==> src/rtl/ssd_scan_ctrl.sv <==
// Multiplexed N-digit seven-segment scanner with a cursor-addressed hex value bank,
// refresh prescaler, inter-digit blanking and per-digit blank/decimal-point masks.
module ssd_scan_ctrl #(
    parameter int DIGITS      = 4,
    parameter int REFRESH_DIV = 50000,
    parameter int BLANK_CYC   = 16,
    localparam int CW         = (DIGITS > 1) ? $clog2(DIGITS) : 1
) (
    input  logic              clk,
    input  logic              reset,
    input  logic              wr_en,
    input  logic [3:0]        wr_data,
    input  logic              next_in,
    input  logic              clr,
    input  logic [DIGITS-1:0] blank_mask,
    input  logic [DIGITS-1:0] dp_mask,
    output logic [CW-1:0]     cursor,
    output logic [DIGITS-1:0] AN,
    output logic [7:0]        seg_out
);

    localparam int PW = (REFRESH_DIV > 1) ? $clog2(REFRESH_DIV) : 1;
    localparam int BW = (BLANK_CYC > 0) ? $clog2(BLANK_CYC + 1) : 1;

    localparam logic [PW-1:0] PRE_LAST  = PW'(REFRESH_DIV - 1);
    localparam logic [BW-1:0] BLANK_LD  = BW'(BLANK_CYC);
    localparam logic [CW-1:0] IDX_LAST  = CW'(DIGITS - 1);

    logic [PW-1:0]     pre_cnt;
    logic [BW-1:0]     blank_cnt;
    logic [CW-1:0]     scan_idx;
    logic              tick;
    logic              sync_1;
    logic              sync_2;
    logic              sync_prev;
    logic              nxt;
    logic [3:0]        digit_val [DIGITS];
    logic [DIGITS-1:0] an_next;
    logic [7:0]        seg_next;

    function automatic logic [6:0] hex_to_seg(input logic [3:0] v);
        logic [6:0] s;
        case (v)
            4'h0:    s = 7'b1000000;
            4'h1:    s = 7'b1111001;
            4'h2:    s = 7'b0100100;
            4'h3:    s = 7'b0110000;
            4'h4:    s = 7'b0011001;
            4'h5:    s = 7'b0010010;
            4'h6:    s = 7'b0000010;
            4'h7:    s = 7'b1111000;
            4'h8:    s = 7'b0000000;
            4'h9:    s = 7'b0010000;
            4'hA:    s = 7'b0001000;
            4'hB:    s = 7'b0000011;
            4'hC:    s = 7'b1000110;
            4'hD:    s = 7'b0100001;
            4'hE:    s = 7'b0000110;
            default: s = 7'b0001110;
        endcase
        return s;
    endfunction

    assign tick = (pre_cnt == PRE_LAST);
    assign nxt  = sync_2 & ~sync_prev;

    // Refresh timing; deliberately ignores clr so the scan never loses phase.
    always_ff @(posedge clk or negedge reset) begin
        if (!reset) begin
            pre_cnt   <= '0;
            scan_idx  <= '0;
            blank_cnt <= '0;
        end else begin
            if (tick) begin
                pre_cnt   <= '0;
                scan_idx  <= (scan_idx == IDX_LAST) ? '0 : scan_idx + 1'b1;
                blank_cnt <= BLANK_LD;
            end else begin
                pre_cnt <= pre_cnt + 1'b1;
                if (blank_cnt != '0) begin
                    blank_cnt <= blank_cnt - 1'b1;
                end
            end
        end
    end

    always_ff @(posedge clk or negedge reset) begin
        if (!reset) begin
            sync_1    <= 1'b0;
            sync_2    <= 1'b0;
            sync_prev <= 1'b0;
        end else begin
            sync_1    <= next_in;
            sync_2    <= sync_1;
            sync_prev <= sync_2;
        end
    end

    // A write in the same cycle as an advance lands on the old cursor.
    always_ff @(posedge clk or negedge reset) begin
        if (!reset) begin
            for (int i = 0; i < DIGITS; i++) begin
                digit_val[i] <= '0;
            end
            cursor <= '0;
        end else if (clr) begin
            for (int i = 0; i < DIGITS; i++) begin
                digit_val[i] <= '0;
            end
            cursor <= '0;
        end else begin
            if (wr_en) begin
                digit_val[cursor] <= wr_data;
            end
            if (nxt) begin
                cursor <= (cursor == IDX_LAST) ? '0 : cursor + 1'b1;
            end
        end
    end

    always_comb begin
        an_next  = '1;
        seg_next = 8'hFF;
        if ((blank_cnt == '0) && !blank_mask[scan_idx]) begin
            an_next       = ~({{(DIGITS-1){1'b0}}, 1'b1} << scan_idx);
            seg_next[6:0] = hex_to_seg(digit_val[scan_idx]);
            seg_next[7]   = ~dp_mask[scan_idx];
        end
    end

    always_ff @(posedge clk or negedge reset) begin
        if (!reset) begin
            AN      <= '1;
            seg_out <= 8'hFF;
        end else begin
            AN      <= an_next;
            seg_out <= seg_next;
        end
    end

endmodule

==> config.mk <==
export PLATFORM = sky130hd
export DESIGN_NAME = ssd_scan_ctrl
export DESIGN_NICKNAME = d
export VERILOG_FILES = /design/src/rtl/ssd_scan_ctrl.sv
export SDC_FILE = /design/constraint.sdc
export NUM_CORES = 1
export LEC_CHECK = 0
export CORE_MARGIN = 2
export CORE_UTILIZATION = 55
export DETAILED_ROUTE_END_ITERATION = 8
export PLACE_DENSITY_LB_ADDON = 0.3
export SYNTH_ARGS = -nofsm -noshare
export SYNTH_HDL_FRONTEND = slang
export SYNTH_SLANG_ARGS = --single-unit
export TNS_END_PERCENT = 50
==> constraint.sdc <==
create_clock -name clk -period 4.8 [get_ports clk]
set_input_delay 1.44 -clock clk [delete_from_list [all_inputs] [get_ports clk]]
set_output_delay 1.44 -clock clk [all_outputs]
set_load 0.05 [all_outputs]
== Word-level counts from Yosys, hierarchy flattened ==
Memory sizes are Yosys's and may differ from the RTL's.
Cells that the tools add are included.
Cells by class
  add/sub/neg operators: 4
  order comparisons: 4
  equality and inequality tests: 3
  shift operators: 1
  mux-type cells: 21
  bitwise gates (word level): 6
  reduce and logical (&&, ||, !) cells: 8
Operator list (number)
  $mux W16: 3
  $add A16 B1 Y16 const B: 1
  $bwmux W16: 1
  $eq A16 B16 Y1 const B: 1
  $mux W4: 4
  $mux W5: 2
  $bmux W4 S2: 1
  $demux W4 S2: 1
  $mux W2: 4
  $mux W8: 1
  $ge A3 B3 Y1 const B: 2
  $not A2 Y3: 2
  $reduce_bool A2 Y1: 3
  $logic_not A5 Y1: 1
  $reduce_bool A5 Y1: 1
  $sub A5 B1 Y5 const B: 1
  $add A2 B1 Y2 const B: 2
  $bmux W1 S2: 2
  $eq A2 B2 Y1 const B: 2
  $not A4 Y4: 1
  $shl A1 B2 Y4 const A: 1
  $lt A2 B3 Y1 const B: 1
  $lt A3 B1 Y1 const B: 1
  $logic_and A1 B1 Y1: 2
  4 further kinds: 6
Storage, ports and cells
  bits in registers: 56
  bits in read-only memories: 112
  input bits: 17
  output and inout bits: 14
  logic and storage cells: 61
  memories: 1
Memory list
  (no name shown): depth 16, bits a word 7, read ports 1, clocked after Yosys merged registers in 0, wr ports 0, line 43  | case (v)

== Logic depth before layout (Yosys ltp) ==
  word-level depth: 8
  gate-level depth with buffers: 8
  depth with buffers taken out: 7

== Least setup slack after synthesis ==
No wires, ideal clock.
  path type: input -> register
  start: input port blank_mask[1]
  end: register seg_out[2]
  setup time: 0.084 ns
  arrival: 2.411 ns
  data required time: 4.716 ns
  setup slack: 2.306 ns
  cell stages on the path: 3
  path buffers: 0
  cells stage by stage: mux4_1 nand2b_1 a221o_1
On the way
  word-level cells in the longest chain between the ends: 5
RTL lines
  from (decl): line 15  | input logic [DIGITS-1:0] blank_mask,
  $bmux W1 S2: line 124  | if ((blank_cnt == '0) && !blank_mask[scan_idx]) begin
  $mux W1 (not written as such): line 124
  $logic_not A1 Y1: line 124
  $logic_and A1 B1 Y1: line 124
  $mux W8: line 124
  via seg_next[2]: line 39  | logic [7:0] seg_next;
  to (signal assigned): line 137  | seg_out <= seg_next;
  to (decl): line 19  | output logic [7:0] seg_out
The timed path passes the listed nets, and every way through them passes these cells. The select of a mux whose other input is x is not followed.
A chain may end at the register's enable or synchronous reset.

== Worst setup path after layout ==
  start: register AN[0]
  end: output port AN[0]
RTL lines
  from (decl): line 18  | output logic [DIGITS-1:0] AN,
  from (signal assigned): line 136  | AN <= an_next;
No word-level cell between the ends.

==> impl.org <==
** Synthesis
- Cell taking the most area after synthesis :: sky130_fd_sc_hd__dfrtp_1
- Post-synthesis instance total :: ~270
- Top-area cell type share of the netlist area :: 0.385
- Main area contributors after synthesis :: sky130_fd_sc_hd__dfrtp_1 38%, sky130_fd_sc_hd__dfstp_2 11%, sky130_fd_sc_hd__ha_1 7.0%
- Most used flip-flop cell after synthesis :: sky130_fd_sc_hd__dfrtp_1
- Sequential cell area fraction in the yosys report :: 0.495
- Each instance of the synthesized netlist takes up on average about 11 um^2.
- In this run, distinct cell masters in the synthesized netlist total 42.
- Fraction of synthesis flops using an asynchronous set or reset pin :: 1.00
- In this run, synthesis produced a sequential element count of 56.
- Net count after synthesis :: a little under 300
- In this run, synthesis inferred 0 flip-flops with an integrated enable.
- Post-Synthesis Cell Area :: 2860 um^2
- Yosys printed 0 warnings.

** Place
- Placer Congestion :: roughly 0.79
- Post-detailed-placement half-perimeter wirelength :: approximately 3700 um
- During placement, the flow inserted port buffers numbering 30.
- Placed standard-cell area :: roughly 3200 um^2

** Layout
- Across the whole layout, storage elements account for ~1400 um^2.
- Fraction of layout instances using a drive strength above 1 :: 0.112
- Count of fill cells added during filler insertion :: 421
- Inserted Diodes :: 0
- The multi-input combinational cells in the finished layout cover a total of between 1000 and 1500 um^2.
- Summing all non-filler instances in the final layout gives an area of roughly 3300 um^2.
- Final nets :: between 300 and 400
- Synth-to-Final Area Change :: 14.7%
- Once layout is complete, the utilization of the core stands at 0.646.

** Worst setup path
- Peak per-stage delay on the critical path :: about 800 ps
- Data arrival time at the worst-slack endpoint :: between 1500 and 2000 ps
- Crit path max-delay cell type :: sky130_fd_sc_hd__clkdlybuf4s50_1
- Together, buffers and inverters on the worst path number 1.
- The setup path with the least slack is of type reg2out.
- On the critical path the largest part of the delay comes from buffers and inverters.
- Along the worst path, the maximum fanout reaches 1.
- The worst setup path is captured at an output pin.
- STA classifies the critical path startpoint as a register.
- Data on the critical path is required at its endpoint by 3360 ps.
- The signal on the critical path passes through clkdlybuf4s50_1.

** Drt
- First drt pass iteration count :: 4
- After the first detailed-routing iteration, the DRC count stood at 71.
- Routed Antenna Nets :: 0
- For this block, the routed nets add up to between 4000 and 5000 um of wire.
- Via density per instance :: roughly 5.5
- Detailed routing inserted a total of about 2000 vias.
- Routed wire length per instance :: 13.6 um
- Detailed-route DRC error count :: 0

** STA
- Worst Clk Skew :: 6.68 ps
- Final Hold Violating Endpoints :: 0
- Setup Total Neg Slack :: 0 ps
- Pin slew with the least headroom to its limit :: 1080 ps
- Final Critical Period :: just over 3000 ps
- Setup repair after global routing missed its margin :: false
- Dividing the final minimum period by the clock period gives 0.639.
- Maximum operating frequency :: about 330 MHz
- Final setup violation count :: 0
- Normalized max-slew margin :: 0.278
- The number of max-slew violations in the final report came to 0.

** Min path
- Hold crit path type :: reg2reg

** Floorplan
- Pin placement for this block handled 31 I/O pins.
- The die covers around 5800 um^2.
- Row generation in the floorplan step produced 26 rows.
- Effective utilization at floorplan :: 0.564
- Area of the core region :: roughly 5000 um^2
- Die Width :: roughly 76 um
- Vertical die dimension :: 76.1 um

** CTS
- The H-tree was split into 2 levels.
- TritonCTS Buffers :: 5
- Bufs on Longest Clock Path :: 2
- Clock latency on the worst-skew pair, taken at its later pin, is roughly 310 ps.
- TritonCTS built the clock tree.
- After clock tree synthesis, the clock-pin slew on the worst setup and hold paths is around 100 ps.
- After clock tree synthesis, the setup repair step added 0 buffers.
- Clock Tree Root :: sky130_fd_sc_hd__clkbuf_8
- Hold_buf cts :: 0
- Clock Sinks :: 56
- The number of gates resized after CTS was 0.

** GRT
- The number of global-route vias before repair came to 1963.
- Entering global routing, the biggest net connects 37 pins.
- For this run, the total global-route usage over all layers was measured as 0.191.
- The number of antenna violations at the first check in global routing was 0.
- Wire length of the first global-routing pass :: approximately 8900 um
- Global routing finished with a remaining overflow of 0.

** Power and ir drop
- In this run the power density over the cells is around 260 nW/um^2.
- In this run the static leakage power is about 1.4 nW.
- Peak ir drop on the vdd network :: 0.000172 V

** Job
- Number of maximum-capacitance constraint violations :: 0

** Run status
- Status :: complete, no violations
final cells by class:
cell class,count,share of cell area
Timing Repair Buffer,31,0.0923
Multi-Input combinational cell,189,0.412
Clock inverter,2,0.00381
Tap cell,70,0.0267
Sequential cell,56,0.432
Clock buffer,6,0.0221
Inverter,10,0.0114
cells in the final DEF, fill, tap and decap left out, drive strengths merged, types with 8 or more instances in the layout:
cell	count
xor2	9
dfstp	12
dfrtp	44
xnor2	8
nor2	21
inv	10
nand3	21
a21oi	22
ha	16
nand2	34
clkdlybuf4s50	29
metal layers:
metal	share of wire	vias to the layer above	global-route usage
met5	0	-	0
met4	0.015	0	0.0655
met1	0.44	968	0.244
met3	0.038	7	0.0320
li1	-	980	-
met2	0.51	42	0.331
kinds of logic (layout without fill, tap and decap cells):
family / Yosys count / in the layout / synth area share
and+or+nand+nor: 104 / 104 / 0.183
AOI/OAI and AO/OA: 34 / 34 / 0.0691
muxes: 18 / 18 / 0.0984
adders and majority gates: 16 / 16 / 0.0700
xor gates and xnor gates: 17 / 17 / 0.0521
DFF: 56 / 56 / 0.495
buffers and inverters: 20 / 49 / 0.0324
power breakdown:
group	leakage, nW	total, mW	internal, mW	switching [mW]
clock	0.0412	0.248	0.102	0.146
sequential	0.716	0.495	0.489	0.00578
combinational	0.666	0.124	0.0485	0.0752
total	1.42	0.867	0.640	0.227
flip-flops by register name (all words and copies together), names as in the netlist:
signal,flops
AN,4
blank_cnt,5
cursor,2
digit_val,16
pre_cnt,16
scan_idx,2
seg_out,8
sync_1,1
sync_2,1
sync_prev,1
worst paths after layout:
check | slack, ps | cells after the start | end | start
max in group asynchronous | 2840 | 2 | sync_1$_DFF_PN0_ | reset
setup reg to reg | 2150 | 7 | seg_out[3]$_DFF_PN1_ | scan_idx[0]$_DFFE_PN0N_
setup / recovery | 1730 | 1 | AN[0] | AN[0]$_DFF_PN1_
min in group asynchronous | 1200 | 1 | digit_val[5]$_DFFE_PN0P_ | reset
hold / removal | 360 | 0 | sync_2$_DFF_PN0_ | sync_1$_DFF_PN0_
hold reg to reg | 360 | 0 | sync_2$_DFF_PN0_ | sync_1$_DFF_PN0_
metrics by stage:
step / total power [mW] / setup slack [ps] / cells / hold slack, ps
2_1_floorplan: 0.582 / 2310 / 265 / 331
3_3_place_gp: 0.626 / 1800 / 356 / 339
3_5_place_dp: 0.629 / 1780 / 356 / 348
4_1_cts: 0.877 / 1710 / 364 / 352
5_1_grt: 0.909 / 1690 / 364 / 354
6_report: 0.867 / 1730 / 364 / 356
synthesized netlist by cell type, drive strengths merged (6+ instances only):
cell   instances
dfrtp         44
nand2         34
a21oi         22
nand3         21
nor2          21
ha            16
dfstp         12
inv           10
xor2           9
xnor2          8
mux2i          7
mux2           6
Power figures use the tool's default switching activity.
